<file path="src/rtl/nibble_serial_add_seq.sv">
// Issues a WIDTH-bit add as NIBBLES slices on one external 4-bit adder, chaining carry between slices.
// Result is valid at edge T+NIBBLES+1 after accept T; held stable with out_valid high until out_ready.
module nibble_serial_add_seq #(
  parameter int NIBBLES = 4,
  localparam int WIDTH = 4 * NIBBLES,
  localparam int IW = (NIBBLES > 1) ? $clog2(NIBBLES) : 1
) (
  input  logic             clk,
  input  logic             rst,
  input  logic             in_valid,
  output logic             in_ready,
  input  logic [WIDTH-1:0] in_a,
  input  logic [WIDTH-1:0] in_b,
  input  logic             in_cin,
  output logic [3:0]       fa_a,
  output logic [3:0]       fa_b,
  output logic             fa_cin,
  input  logic [3:0]       fa_sum,
  input  logic             fa_cout,
  output logic             out_valid,
  input  logic             out_ready,
  output logic [WIDTH-1:0] out_sum,
  output logic             out_cout
);

  typedef enum logic [1:0] {IDLE, RUN, DONE} state_t;

  state_t                  state, state_nxt;
  logic [IW-1:0]           idx;
  logic                    carry;
  logic [NIBBLES-1:0][3:0] a_reg, b_reg, sum_reg;
  logic                    last_nib;
  logic                    accept;

  assign last_nib = (idx == IW'(NIBBLES - 1));
  assign accept   = in_valid & in_ready;

  always_comb begin
    state_nxt = state;
    in_ready  = 1'b0;
    out_valid = 1'b0;
    out_sum   = '0;
    out_cout  = 1'b0;
    fa_a      = 4'h0;
    fa_b      = 4'h0;
    fa_cin    = 1'b0;
    case (state)
      IDLE: begin
        // in_ready is combinational so it drops the moment rst rises
        in_ready = ~rst;
        if (in_valid && !rst) state_nxt = RUN;
      end
      RUN: begin
        fa_a   = a_reg[idx];
        fa_b   = b_reg[idx];
        fa_cin = carry;
        if (last_nib) state_nxt = DONE;
      end
      DONE: begin
        out_valid = 1'b1;
        out_sum   = sum_reg;
        out_cout  = carry;
        if (out_ready) state_nxt = IDLE;
      end
      default: state_nxt = IDLE;
    endcase
  end

  always_ff @(posedge clk or posedge rst) begin
    if (rst) begin
      state   <= IDLE;
      idx     <= '0;
      carry   <= 1'b0;
      a_reg   <= '0;
      b_reg   <= '0;
      sum_reg <= '0;
    end else begin
      state <= state_nxt;
      case (state)
        IDLE: begin
          if (accept) begin
            a_reg   <= in_a;
            b_reg   <= in_b;
            carry   <= in_cin;
            idx     <= '0;
            sum_reg <= '0;
          end
        end
        RUN: begin
          sum_reg[idx] <= fa_sum;
          carry        <= fa_cout;
          // idx parks on the top slice rather than wrapping
          if (!last_nib) idx <= idx + 1'b1;
        end
        default: ;
      endcase
    end
  end

endmodule

</file>
<file path="config.mk">
export PLATFORM = sky130hd
export DESIGN_NAME = nibble_serial_add_seq
export DESIGN_NICKNAME = d
export VERILOG_FILES = /design/src/rtl/nibble_serial_add_seq.sv
export SDC_FILE = /design/constraint.sdc
export NUM_CORES = 1
export LEC_CHECK = 0
export BUFFER_PORTS_ARGS = -buffer_cell sky130_fd_sc_hd__buf_2
export CORE_MARGIN = 4
export CORE_UTILIZATION = 45
export DETAILED_ROUTE_END_ITERATION = 16
export HOLD_SLACK_MARGIN = 0.02
export PLACE_DENSITY = 0.8
export SLEW_MARGIN = 20
export SYNTH_ARGS = -nofsm -noshare
export SYNTH_HDL_FRONTEND = slang
export SYNTH_SLANG_ARGS = --single-unit
</file>
<file path="constraint.sdc">
create_clock -name clk -period 2.4 [get_ports clk]
set_input_delay 0.24 -clock clk [delete_from_list [all_inputs] [get_ports clk]]
set_output_delay 0.24 -clock clk [all_outputs]
set_load 0.005 [all_outputs]
</file>
[Word-level counts from Yosys, hierarchy flattened]
Cells that the tools add are included.
Word-level totals
  bits in registers: 53
  bits of input ports: 42
  output and inout port bits: 28
  word-level logic and storage cells: 62
Operators by class
  bitwise logic cells: 2
  add/sub/neg operators: 1
  eq/ne operators: 8
  muxes and demuxes: 25
  reduce and logical (&&, ||, !) cells: 9
  order comparisons: 2
Operator list (number)
  2-to-1 mux 16 bit: 2
  case mux 16 bit (2 select lines): 1
  2-to-1 mux 4 bit: 5
  binary-select mux 4 bit (select 2 bit): 2
  bitwise mux 16 bit: 1
  2-to-1 mux 2 bit: 5
  inequality test 2 bit (second input constant): 5
  demux 4 bit (select 2 bit): 1
  case mux 2 bit (3 select lines): 1
  AND reduction 3 bit: 2
  2-to-1 mux 1 bit: 5
  == test 2 bit (second input constant): 2
  case mux 2 bit (2 select lines): 1
  AND reduction 2 bit: 2
  less-than comparator 2 x 3 -> 1 bit (second input constant): 1
  adder 2 x 1 -> 2 bit (second input constant): 1
  == test 2 x 1 -> 1 bit (second input constant): 1
  greater-or-equal comparator 2 x 1 -> 1 bit (second input constant): 1
  logical AND 1 bit: 2
  logical NOT 2 bit: 1
  case mux 1 bit (2 select lines): 1
  nonzero test 2 bit: 1
  bitwise AND 1 bit: 1
  logical NOT 1 bit: 1
  NOT 1 bit: 1

[Logic depth before layout (Yosys ltp)]
  depth in word-level cells: 6
  depth in mapped cells: 5
  mapped depth without buffers: 5

[Worst setup path after synthesis]
OpenSTA, ideal clock, no wires.
  path kind: flip-flop to output port
  start point: register idx[0]
  end point: output fa_a[0]
  arrival: 1.298 ns
  buffers on the path: 1
  setup slack: 0.862 ns
  cell stages (with the launch flop): 4
  data required time: 2.160 ns
  cells stage by stage: dfrtp_1 -> buf_2 -> mux4_2 -> and2_1
On the way
  word-level cells in the longest chain between the ends: 3
RTL lines
  start: declaration: line 29  | logic [IW-1:0] idx;
  start signal: assignment: line 93  | if (!last_nib) idx <= idx + 1'b1;
  binary-select mux 4 bit (select 2 bit): line 54  | fa_a = a_reg[idx];
  2-to-1 mux 4 bit (implied by the code): line 54
  2-to-1 mux 4 bit: line 47  | case (state)
  end: declaration: line 15  | output logic [3:0] fa_a,
Every way passes these cells. The select of a mux whose other input is x is not followed.

[Final worst setup path]
  start point: register idx[0]
  end point: output fa_b[1]
On the way
  word-level cells in the longest chain between the ends: 3
RTL lines
  binary-select mux 4 bit (select 2 bit): line 55  | fa_b = b_reg[idx];
  2-to-1 mux 4 bit (implied by the code): line 55
  2-to-1 mux 4 bit: line 47
  end: declaration: line 16  | output logic [3:0] fa_b,
Every way passes these cells. The select of a mux whose other input is x is not followed.

==> results_dict.tcl <==
set metrics [dict create \
    cts_made_buffers 5 \
    r2r_cells 4 \
    vias_per_cell 5.21 \
    slew_viol_final 0 \
    p_switching_w 0.00113 \
    gr-total-overflow 0 \
    fin_nets 287 \
    r2r_start "idx[0]" \
    cts_root_buf "clkbuf_8" \
    dpl.cell_count 304 \
    arrival_ps 1950 \
    rr_endpoint "idx[0]" \
    cts_sinks 53 \
    p_leak_nw 1.41 \
    io_buffer_count 69 \
    tritoncts "done" \
    crit_fanout 12 \
    grt_pass1_vias 1685 \
    path_clk_slew_ps 90 \
    insertion_delay_ps 300 \
    synth.yosys.seq_area_share_pct 54.2 \
    grt_use_total_pct 16.0 \
    first_pass_iters 4 \
    num_io_pins 70 \
    power.share.sequential_pct 46.9 \
    drive_gt1_share_pct 48.3 \
    setup_tns_ps 0 \
    cts_max_level 2 \
    vdd_drop_max_mv 0.513 \
    yosys_warnings 0 \
    finalSetupViolations 0 \
    synth_fp_nets 217 \
    antenna_found_initial 0 \
    antenna_cells 0 \
    combPwrFrac_pct 38.9 \
    utilization_pct 56.4 \
    worstMarginPinSlew_ps 671 \
    hold_class "in2async" \
    crit_type "reg2out" \
    wl_per_cell_um 15.5 \
    dpl_worst_slack_ps 487 \
    drt_iter0_markers 107 \
    clockPowerShare_pct 14.2 \
    max-cap-violations 0 \
    coreArea_um2 5200 \
    hold_viol 0 \
    slew_headroom_pct 55.2 \
    dieArea_um2 6680 \
    p_int_w 0.00235 \
    rrSetupSlack_ps 480 \
    num_rows 26 \
    start_util_pct 47.0 \
    rsz0062_at_grt "false" \
    area_delta_synth_final_pct 20.0 \
    post_cts_buffers 0 \
    drc 0 \
    die_width_um 81.7 \
    fin_crit_ps 2190 \
    synth-seq-cells 53 \
    clock_path_buffers 2 \
    startpoint_type "register" \
    place_area_um2 2850 \
    worstPathRequired_ps 2160 \
    final_area_um2 2940 \
    max_clock_freq_mhz 456 \
    fin_crit_sh_pct 91.4 \
    synthCells 171 \
    p_per_area_nw_per_um2 1180 \
    instances_no_fill 312 \
    syn_avg_cell_area_um2 14.3 \
    switching_share_pct 32.4 \
    skew_ps 8.62 \
    syn_area_um2 2450 \
    worst_slack_ps 207 \
    grt_max_degree 54 \
    ctsResizeCount 0 \
    ys_types 23 \
    endpoint_kind "primary output" \
    vias 1625 \
    run_status "finished, final reports clean" \
    die_y_um 81.7 \
    hpwl_um 3480 \
    grt_pass1_wl_um 8010 \
    wirelength_um 4850 \
    hold_buffers 0 \
    gp_congestion 0.781 \
    ant_nets 0 \
]
worst max-delay path by stage:
stage	startpoint	end	slack, ps	cells after the start
after global routing	idx[0]	fa_a[0]	60	3
after CTS	idx[0]	fa_b[1]	170	3
after global placement	idx[0]	idx[0]	520	4
after detailed placement	idx[0]	idx[0]	490	4
after floorplan	idx[0]	fa_a[0]	860	3
final	idx[0]	fa_b[1]	210	3
logic make-up after synthesis:
| family | count (synthesis) | share of synthesized area (%) |
|---|---|---|
| AND/OR/NAND/NOR | 34 | 9.36 |
| flip-flops | 53 | 54.2 |
| adder cells (fa/ha/maj) | 4 | 2.05 |
| multiplexers | 41 | 22.5 |
| buffers and inverters | 16 | 3.53 |
| AO/OA/AOI/OAI | 23 | 8.33 |
power groups by stage:
stage	Clock, W	Combinational (W)	Sequential [W]
after global routing	0.000545	0.00149	0.00171
after CTS	0.000508	0.00137	0.00164
after global placement	0	0.00132	0.00164
after floorplan	0	0.00112	0.00150
final	0.000493	0.00135	0.00163
after detailed placement	0	0.00137	0.00166
cell usage in the layout, fill, tap and decap left out, drive strengths merged, types with 2 or more instances in the layout:
cell	count
nor3b	2
dfrtp	53
and2	26
buf	74
a21oi	4
inv	5
ha	4
nor2b	2
mux4	8
mux2	33
clkbuf	5
a32o	16
clkinv	2
cell usage after synthesis, drive strengths merged:
cell type   n  area, µm²
a21oi       4       20.0
a221o       1       10.0
a22o        1       8.76
a32o       16        160
and2       26        163
buf         7       52.5
clkbuf      4       15.0
dfrtp      53       1330
ha          4       50.1
inv         5       18.8
mux2       33        372
mux4        8        180
nand2       1       3.75
nor2        1       3.75
nor2b       2       15.0
nor3        1       5.00
nor3b       2       15.0
nor4b       1       23.8
o21ai       1       5.00
layer usage:
metal  share of wire [%]  track usage, %  vias up
met5                   0               0        -
met4                 1.1            5.81        0
met3                 7.0            4.82        6
met2                  48            25.7       46
met1                  44            20.5      801
li1                    -               -      772
critical path, cell delays in order (launching register included):
cell,delay (ps)
dfrtp_1,790
mux4_2,570
and2_1,170
buf_2,120
area by class of cell:
cell class                      count  area [µm²]
Clock buffer                        5        68.8
Clock inverter                      3        17.5
Fill cell                         445        2270
Inverter                            5        18.8
Multi-Input combinational cell    102        1030
Sequential cell                    53        1330
Tap cell                           70        87.6
Timing Repair Buffer               74         383
stage by stage:
stage,hold slack [ps],total power (W)
final,134,0.00347
after global routing,151,0.00375
after CTS,146,0.00352
after detailed placement,464,0.00303
after global placement,456,0.00296
after floorplan,375,0.00261
(Power assumes the default switching activity.)
